$ cat src/rtl/button_conditioner_pkg.sv
// Shared types and constants for the push-button conditioner.
// Imported by the interface, the synchroniser and the FSM top.
package button_pkg;

  typedef enum logic [1:0] {
    IDLE        = 2'd0,
    PRESS_CHK   = 2'd1,
    HELD        = 2'd2,
    RELEASE_CHK = 2'd3
  } btn_state_t;

  localparam int PRESS_CNT_W     = 8;
  localparam int DEF_SYNC_STAGES = 2;

  function automatic int max_int(input int a, input int b);
    return (a > b) ? a : b;
  endfunction

endpackage

$ cat src/rtl/button_conditioner_if.sv
// Button pin and conditioned outputs bundled for the light controller.
// master = conditioner side, slave = consumer/driver side.
interface button_conditioner_if;
  import button_pkg::*;

  logic                   btn_raw;
  logic                   press_pulse;
  logic                   release_pulse;
  logic                   btn_level;
  logic [PRESS_CNT_W-1:0] press_cnt;
  logic                   long_pulse;

  modport master (
    input  btn_raw,
    output press_pulse,
    output release_pulse,
    output btn_level,
    output press_cnt,
    output long_pulse
  );

  modport slave (
    output btn_raw,
    input  press_pulse,
    input  release_pulse,
    input  btn_level,
    input  press_cnt,
    input  long_pulse
  );

endinterface

$ cat src/rtl/button_conditioner_sync_ff.sv
// Multi-flop synchroniser for a single asynchronous input bit.
// Legal depth is 2..3; the chain clears to 0 on reset.
module sync_ff #(
  parameter int SYNC_STAGES = button_pkg::DEF_SYNC_STAGES
) (
  input  logic clk,
  input  logic rst_n,
  input  logic d_i,
  output logic q_o
);

  logic [SYNC_STAGES-1:0] chain_q;

  always_ff @(posedge clk or negedge rst_n) begin
    if (!rst_n) begin
      chain_q <= '0;
    end else begin
      chain_q <= {chain_q[SYNC_STAGES-2:0], d_i};
    end
  end

  assign q_o = chain_q[SYNC_STAGES-1];

endmodule

$ cat src/rtl/button_conditioner.sv
// Synchronise + debounce a push button into press/release/long pulses.
// Long-press detection is built only with BUTTON_CONDITIONER_LONG_PRESS_EN.
//
// state       | meaning
// IDLE        | button released and stable
// PRESS_CHK   | input high, waiting for it to stay high DEBOUNCE_CYCLES
// HELD        | press accepted; long-press timer runs here
// RELEASE_CHK | input low, waiting for it to stay low DEBOUNCE_CYCLES
module button_conditioner
  import button_pkg::*;
#(
  parameter int SYNC_STAGES     = DEF_SYNC_STAGES,
  parameter int DEBOUNCE_CYCLES = 1000000,
  parameter int LONG_CYCLES     = 100000000
) (
  input  logic                clk,
  input  logic                rst_n,
  button_conditioner_if.master bus
);

  localparam int CNT_W = $clog2(max_int(DEBOUNCE_CYCLES, LONG_CYCLES) + 1);
  localparam logic [CNT_W-1:0] DEB_LAST = CNT_W'(DEBOUNCE_CYCLES - 1);

  logic btn_s;

  btn_state_t             state_q,     state_d;
  logic [CNT_W-1:0]       cnt_q,       cnt_d;
  logic [PRESS_CNT_W-1:0] press_cnt_q, press_cnt_d;
  logic                   press_q,     press_d;
  logic                   release_q,   release_d;
  logic                   level_q,     level_d;

  sync_ff #(.SYNC_STAGES(SYNC_STAGES)) u_sync (
    .clk   (clk),
    .rst_n (rst_n),
    .d_i   (bus.btn_raw),
    .q_o   (btn_s)
  );

`ifdef BUTTON_CONDITIONER_LONG_PRESS_EN
  localparam logic [CNT_W-1:0] LONG_LAST = CNT_W'(LONG_CYCLES - 1);
  logic long_q,  long_d;
  logic fired_q, fired_d;
`endif

  always_comb begin
    state_d     = state_q;
    cnt_d       = cnt_q;
    press_cnt_d = press_cnt_q;
    press_d     = 1'b0;
    release_d   = 1'b0;
`ifdef BUTTON_CONDITIONER_LONG_PRESS_EN
    long_d      = 1'b0;
    fired_d     = fired_q;
`endif
    case (state_q)
      IDLE: begin
        if (btn_s) begin
          state_d = PRESS_CHK;
          cnt_d   = '0;
        end
      end
      PRESS_CHK: begin
        if (!btn_s) begin
          state_d = IDLE;
        end else if (cnt_q == DEB_LAST) begin
          state_d     = HELD;
          press_d     = 1'b1;
          press_cnt_d = press_cnt_q + PRESS_CNT_W'(1);
          cnt_d       = '0;
`ifdef BUTTON_CONDITIONER_LONG_PRESS_EN
          fired_d     = 1'b0;
`endif
        end else begin
          cnt_d = cnt_q + CNT_W'(1);
        end
      end
      HELD: begin
        if (!btn_s) begin
          state_d = RELEASE_CHK;
          cnt_d   = '0;
        end
`ifdef BUTTON_CONDITIONER_LONG_PRESS_EN
        else if (!fired_q) begin
          // counter parks at LONG_LAST once fired; the flag blocks a repeat
          if (cnt_q == LONG_LAST) begin
            long_d  = 1'b1;
            fired_d = 1'b1;
          end else begin
            cnt_d = cnt_q + CNT_W'(1);
          end
        end
`endif
      end
      RELEASE_CHK: begin
        if (btn_s) begin
          state_d = HELD;
          cnt_d   = '0;
        end else if (cnt_q == DEB_LAST) begin
          state_d   = IDLE;
          release_d = 1'b1;
        end else begin
          cnt_d = cnt_q + CNT_W'(1);
        end
      end
      default: begin
        state_d = IDLE;
        cnt_d   = '0;
      end
    endcase
    level_d = (state_d == HELD) || (state_d == RELEASE_CHK);
  end

  always_ff @(posedge clk or negedge rst_n) begin
    if (!rst_n) begin
      state_q     <= IDLE;
      cnt_q       <= '0;
      press_cnt_q <= '0;
      press_q     <= 1'b0;
      release_q   <= 1'b0;
      level_q     <= 1'b0;
    end else begin
      state_q     <= state_d;
      cnt_q       <= cnt_d;
      press_cnt_q <= press_cnt_d;
      press_q     <= press_d;
      release_q   <= release_d;
      level_q     <= level_d;
    end
  end

`ifdef BUTTON_CONDITIONER_LONG_PRESS_EN
  always_ff @(posedge clk or negedge rst_n) begin
    if (!rst_n) begin
      long_q  <= 1'b0;
      fired_q <= 1'b0;
    end else begin
      long_q  <= long_d;
      fired_q <= fired_d;
    end
  end

  assign bus.long_pulse = long_q;
`else
  assign bus.long_pulse = 1'b0;
`endif

  assign bus.press_pulse   = press_q;
  assign bus.release_pulse = release_q;
  assign bus.btn_level     = level_q;
  assign bus.press_cnt     = press_cnt_q;

endmodule

$ cat src/flat_wrapper.sv
// flat-port wrapper written by rule: the top's interface ports become plain ports
module button_conditioner_flat import button_pkg::*;
#(
  parameter int SYNC_STAGES     = DEF_SYNC_STAGES,
  parameter int DEBOUNCE_CYCLES = 1000000,
  parameter int LONG_CYCLES     = 100000000
)
  (clk, rst_n, bus_btn_raw, bus_press_pulse, bus_release_pulse, bus_btn_level, bus_press_cnt, bus_long_pulse);
  button_conditioner_if bus_i ();
  input  logic clk;
  input  logic rst_n;
  input wire logic [$bits(bus_i.btn_raw)-1:0] bus_btn_raw;
  output wire logic [$bits(bus_i.press_pulse)-1:0] bus_press_pulse;
  output wire logic [$bits(bus_i.release_pulse)-1:0] bus_release_pulse;
  output wire logic [$bits(bus_i.btn_level)-1:0] bus_btn_level;
  output wire logic [$bits(bus_i.press_cnt)-1:0] bus_press_cnt;
  output wire logic [$bits(bus_i.long_pulse)-1:0] bus_long_pulse;
  assign bus_i.btn_raw = bus_btn_raw;
  assign bus_press_pulse = bus_i.press_pulse;
  assign bus_release_pulse = bus_i.release_pulse;
  assign bus_btn_level = bus_i.btn_level;
  assign bus_press_cnt = bus_i.press_cnt;
  assign bus_long_pulse = bus_i.long_pulse;
  button_conditioner #(.SYNC_STAGES(SYNC_STAGES), .DEBOUNCE_CYCLES(DEBOUNCE_CYCLES), .LONG_CYCLES(LONG_CYCLES)) u_core (.clk(clk), .rst_n(rst_n), .bus(bus_i));
endmodule
$ cat config.mk
export PLATFORM = sky130hd
export DESIGN_NAME = button_conditioner_flat
export DESIGN_NICKNAME = d
export VERILOG_FILES = /design/src/rtl/button_conditioner_pkg.sv /design/src/rtl/button_conditioner_if.sv /design/src/rtl/button_conditioner_sync_ff.sv /design/src/rtl/button_conditioner.sv /design/src/flat_wrapper.sv
export SDC_FILE = /design/constraint.sdc
export NUM_CORES = 1
export LEC_CHECK = 0
export CORE_AREA = 2 2 92 76
export CTS_BUF_LIST = sky130_fd_sc_hd__clkbuf_16
export DETAILED_ROUTE_END_ITERATION = 10
export DIE_AREA = 0 0 94 78
export MAX_ROUTING_LAYER = met4
export PLACE_DENSITY = 0.59
export RECOVER_POWER = 50
export SLEW_MARGIN = 10
export SYNTH_ARGS = -nofsm -noshare
export SYNTH_HDL_FRONTEND = slang
export SYNTH_SLANG_ARGS = --single-unit
$ cat constraint.sdc
create_clock -name clk -period 6.63 [get_ports clk]
set_clock_uncertainty 0.1 [all_clocks]
set_input_delay 1.326 -clock clk [delete_from_list [all_inputs] [get_ports clk]]
set_output_delay 1.326 -clock clk [all_outputs]
set_load 0.05 [all_outputs]
After elaboration in Yosys (flattened, before gate mapping)
Cells that the tools add are included.

cells by class
  add/subtract/negate cells = 2
  equality and inequality tests = 10
  multiplexer cells = 19
  reduce and logical (&&, ||, !) cells = 4

operator list
  kind                     count
  $mux W27                 6
  $pmux W27 S4             1
  $add A27 B1 Y27 const B  1
  $eq A27 B20 Y1 const B   1
  $mux W2                  6
  $add A8 B1 Y8 const B    1
  $eq A2 B2 Y1 const B     4
  $pmux W2 S4              1
  $ne A2 B2 Y1 const B     3
  $mux W1                  5
  $reduce_and A4 Y1        1
  $ne A3 B3 Y1 const B     1
  $reduce_and A3 Y1        1
  $eq A2 B1 Y1 const B     1
  $logic_not A2 Y1         1
  $logic_or A1 B1 Y1       1

word-level totals
  register bits = 42
  input bits = 3
  output and inout port bits = 12
  word-level logic and storage cells = 42

Depth between registers and ports, before layout
  depth after elaboration = 6
  gate-level depth with buffers = 8
  gate-level depth less buffers = 6

Hierarchy
Synthesis repeated with hierarchy kept, for this count alone.

unflattened totals
  cell total of the unflattened synthesis = 286
  area, all modules = 2,547.4 um2

by module, submodules not included
  module              instances  cells an instance  area an instance (um2)  seq. area each (um2)
  button_conditioner  1          284                2,497.4                 975.9
  sync_ff             1          2                  50.0                    50.0

Least setup slack after synthesis
Ideal clock, no wire load.

  kind = flip-flop to flip-flop
  from = reg u_core.cnt_q[8]
  to = reg u_core.cnt_q[5]
  library setup time = 0.135 ns
  arrival time = 1.987 ns
  required time = 6.395 ns
  path slack = 4.407 ns
  cell stages (with the launch flop) = 8
  buffers on the path = 3
  clock period less this slack = 2.223 ns
  cells stage by stage = dfrtp_1 -> buf_6 -> or4_4 -> or3_1 -> buf_6 -> clkbuf_8 -> a41oi_1 -> o211ai_1

on the way
  longest elaborated chain between the ends = 4
  elaborated cells between the ends (all ways) = 6
  classes of those cells = eq/ne: 2; mux: 3; reduce/logical: 1

ends and longest elaborated chain
  item                    line                                                source
  start, declared         button_conditioner.sv:27                            logic [CNT_W-1:0] cnt_q, cnt_d;
  start signal, assigned  button_conditioner.sv:124                           cnt_q <= cnt_d;
  $eq A27 B20 Y1 *        button_conditioner.sv:66, button_conditioner.sv:99
  $mux W27                button_conditioner.sv:66                            end else if (cnt_q == DEB_LAST) begin
  $mux W27                button_conditioner.sv:64                            if (!btn_s) begin
  $pmux W27 S4            button_conditioner.sv:56                            case (state_q)

Every way passes the cells marked *; elsewhere a longest branch is shown, timed or not. The select of a mux whose other input is x is not followed.
A chain may end at the register's enable or synchronous reset.

==> results.txt <==
The flow ran to the end, but the final reports show violations. The checks that failed: max-capacitance violations, max-slew violations. The sum of routed wire length over all layers is 5750 um, and the final max-slew violation count is 43. Parity-gate share of the synthesized area counting xor and xnor cells: 0.0632. The tools report the global-route congestion overflow total as 0. The floorplan step defined a die boundary enclosing 0.00733 mm2. The mapped netlist covers 0.00249 mm2. The average cell area after synthesis was 9.41 um2. The slew at the pin closest to its max-slew limit works out to 2220 ps.

After the first detailed-routing iteration, the DRC count stood at 191. The share of the clock period used by the worst path after layout was 0.462. After floorplanning, the core was sized to cover 0.00634 mm2. For the all-layer global routing usage, the log shows 0.179. The most frequent standard cell in the layout excluding fill and tap cells is sky130_fd_sc_hd__dfrtp_1.

The worst register-to-register path begins at u_core.cnt_q[6]. The summed negative setup slack over all endpoints is 0 ps. Following the worst setup path forward leads to its endpoint at u_core.cnt_q[16]. TritonCTS built the clock tree.

The post-synthesis simple-gate area fraction was 0.306; the number of hold-repair buffers added at the cts stage was 0. The highest clock rate came out at 326 MHz. In this design, the stage delay of the slowest critical-path cell is 1560 ps. The global-route wire length before repair was 10100 um; the multiplexer area fraction after synthesis was 0.00853.

The clock reaches the later pin of the worst-skew pair after 290 ps. In this run, CTS created clock tree buffers numbering 5. Power spread over the standard cell area amounts to 204 mW/mm2.

Counting flops with a built-in enable in the synthesized netlist gives 0. For the initial antenna violation count, the log shows 0. Starting density of the core: 0.393.

Entering global routing, the biggest net connects 43 pins. The tools report the category of the worst setup path launch point as an input port. The end-of-flow core utilization was 0.434.

The tools report the count of maximum capacitance violations as 1. The run gives 270 as the total nets after synthesis. The final layout net count was 276; the flop-to-flop setup slack was 3720 ps.

The number of global-route vias before repair was 1998; the peak supply drop was 0.0000894 V. STA classifies the critical path endpoint as an async pin. The predominant post-synthesis flop cell was sky130_fd_sc_hd__dfrtp_1. Clock root buffer master: sky130_fd_sc_hd__clkbuf_16. The sequential area share after synthesis was 0.421.

The sum of buffers and inverters on the critical path is 1, and the via count is 2076. The quantity of I/O buffers inserted on ports is 13. The fraction of registers with async set or reset after synthesis was 1.00; the clock transition at the registers of the reported paths was 60 ps. The number of post-CTS setup repair buffers is 0, and the overall die height is 78 um. In the final routed layout, each cell accounts on average for 16.1 um.

The run gives 0 as the post-cts repair resize count. Start-to-end type of the worst setup path: input port to async pin. The share of the synthesized area in compound gates (AO/OA/AOI/OAI) is 0.139. The half-perimeter wire length after placement was 4040 um. For this run, the detailed router's first-pass iteration total came to 4.

On the final layout, the worst hold slack is 254 ps. The normalized max-slew margin is -0.482, and the flip-flop and latch count after synthesis is 42. The remaining antenna violation count after routing came out at 0. For the worst setup path, the data required time is 6470 ps. In this run the horizontal extent of the chip is 94 um. In this run, distinct cell masters in the synthesized netlist total 55. The number of cells on the critical path came out at 1.

Setup repair after global routing left no endpoint under its margin. The post-synthesis adder-cell area fraction is 0.0100. In this run the worst setup path begins at rst_n.

The tools report the synthesized netlist cell count as 265. The length in cells of the worst reg-to-reg path is 4. Class of the worst hold path: register to register. The total number of clock tree sinks was 42. The logs give 2900 ps for the data arrival time of the worst path and 2 for the CTS H-tree depth. The proportion of layout cells with a drive suffix above 1 works out to 0.0662. The signal on the critical path passes through clkbuf_1.

The floorplan has 26 rows. The endpoint identified for the worst register-to-register timing path is u_core.bus.press_cnt[1]. The number of warnings printed during yosys synthesis was 0; the routability congestion estimate was 0.868. The top cell types in the final layout, fill and taps aside, are sky130_fd_sc_hd__dfrtp_1 (42), sky130_fd_sc_hd__nand2_1 (24), sky130_fd_sc_hd__nand3_1 (18). The antenna cell count came out at 0.

The cell family with the largest share of critical-path delay was buffers and inverters. The tools report the number of remaining DRC errors as 0. The tools report the hold violation count in the final report as 0. Among all stages on the critical path, the largest delay is contributed by sky130_fd_sc_hd__clkbuf_1.

Counting along the longest clock path gives a buffer depth of 2. The clock period could shrink to 3060 ps. Setup violations remaining at the end of the flow were counted as 0. The leakage power total is 1.11 nW, and the synthesis-to-finish area growth is 10.3%. The largest family of logic cells by synthesized area was simple AND/OR/NAND/NOR gates. Along the worst path, the maximum fanout reaches 42.

The number of top-level design ports was 15. Using the TritonRoute via totals, the vias-per-cell ratio works out to 5.83.
## layout make-up
cell class                      count  area [um2]
Clock buffer                        5         125
Clock inverter                      3        16.3
Fill cell                         635        3590
Inverter                            5        18.8
Multi-Input combinational cell    203        1300
Sequential cell                    42        1050
Tap cell                           84         105
Timing Repair Buffer               14         131
## cell families after synthesis
| logic type | count (synthesis) |
|---|---|
| other | 1 |
| AND/OR/NAND/NOR | 131 |
| buffers and inverters | 20 |
| flip-flops | 42 |
| XOR/XNOR | 18 |
| adder cells (fa/ha/maj) | 2 |
| multiplexers | 2 |
| AO/OA/AOI/OAI | 49 |
## cells in the mapped netlist (all sizes together) (2+ instances only)
master | number | share of area
nor2b | 4 | 0.010
a21oi | 16 | 0.037
nor3 | 9 | 0.020
or3 | 4 | 0.010
a2111oi | 2 | 0.0095
and3 | 10 | 0.025
ha | 2 | 0.010
o211ai | 3 | 0.0090
xor2 | 11 | 0.039
dfrtp | 42 | 0.42
o21ai | 4 | 0.0080
or4 | 8 | 0.026
o41ai | 2 | 0.0070
nand2b | 3 | 0.0075
xnor2 | 7 | 0.025
nor4 | 9 | 0.035
nand3 | 18 | 0.036
a22o | 2 | 0.0070
nand2 | 24 | 0.036
nand4 | 16 | 0.043
buf | 7 | 0.023
inv | 5 | 0.0075
a41oi | 2 | 0.0070
nor4b | 2 | 0.0070
o31ai | 9 | 0.027
and2 | 2 | 0.0055
nor2 | 16 | 0.024
and2b | 2 | 0.0065
a31oi | 2 | 0.0050
clkbuf | 8 | 0.020
## worst min-delay path by stage
stage,startpoint,to,slack [ps],depth (start not counted)
3_3_place_gp,u_core.u_sync.chain_q[0],u_core.u_sync.chain_q[1],230,0
5_1_grt,u_core.u_sync.chain_q[0],u_core.u_sync.chain_q[1],270,0
6_report,u_core.u_sync.chain_q[0],u_core.u_sync.chain_q[1],250,0
3_5_place_dp,u_core.u_sync.chain_q[0],u_core.u_sync.chain_q[1],240,0
4_1_cts,u_core.u_sync.chain_q[0],u_core.u_sync.chain_q[1],260,0
2_1_floorplan,u_core.u_sync.chain_q[0],u_core.u_sync.chain_q[1],230,0
## power by group
group	total, mW	switching (mW)	internal (mW)
registers	0.284	0.0190	0.265
logic	0.0393	0.0237	0.0156
clock network	0.237	0.0998	0.137
## sequential cells by signal, summed over array words and instances (netlist names)
register and flops:
u_core.cnt_q 27, u_core.bus.press_cnt 8, u_core.state_q 2, u_core.u_sync.chain_q 2, u_core.bus.btn_level 1, u_core.bus.press_pulse 1
u_core.bus.release_pulse 1
## stage by stage
step	cells	setup slack (ps)	power, mW	cell area, um2
after floorplan	265	4410	0.315	2490
after global placement	348	3950	0.328	2630
after detailed placement	348	3890	0.328	2630
after CTS	356	3630	0.567	2770
after global routing	356	2950	0.589	2750
final	356	3570	0.560	2750
## routing by layer
metal	vias up	part of all wire	global-route usage
met1	1015	0.50	0.266
met3	6	0.057	0.0398
li1	1006	-	-
met4	0	0.011	0.0536
met2	49	0.43	0.242
met5	-	0	-
Note: power is estimated with default switching activity, not from simulation.
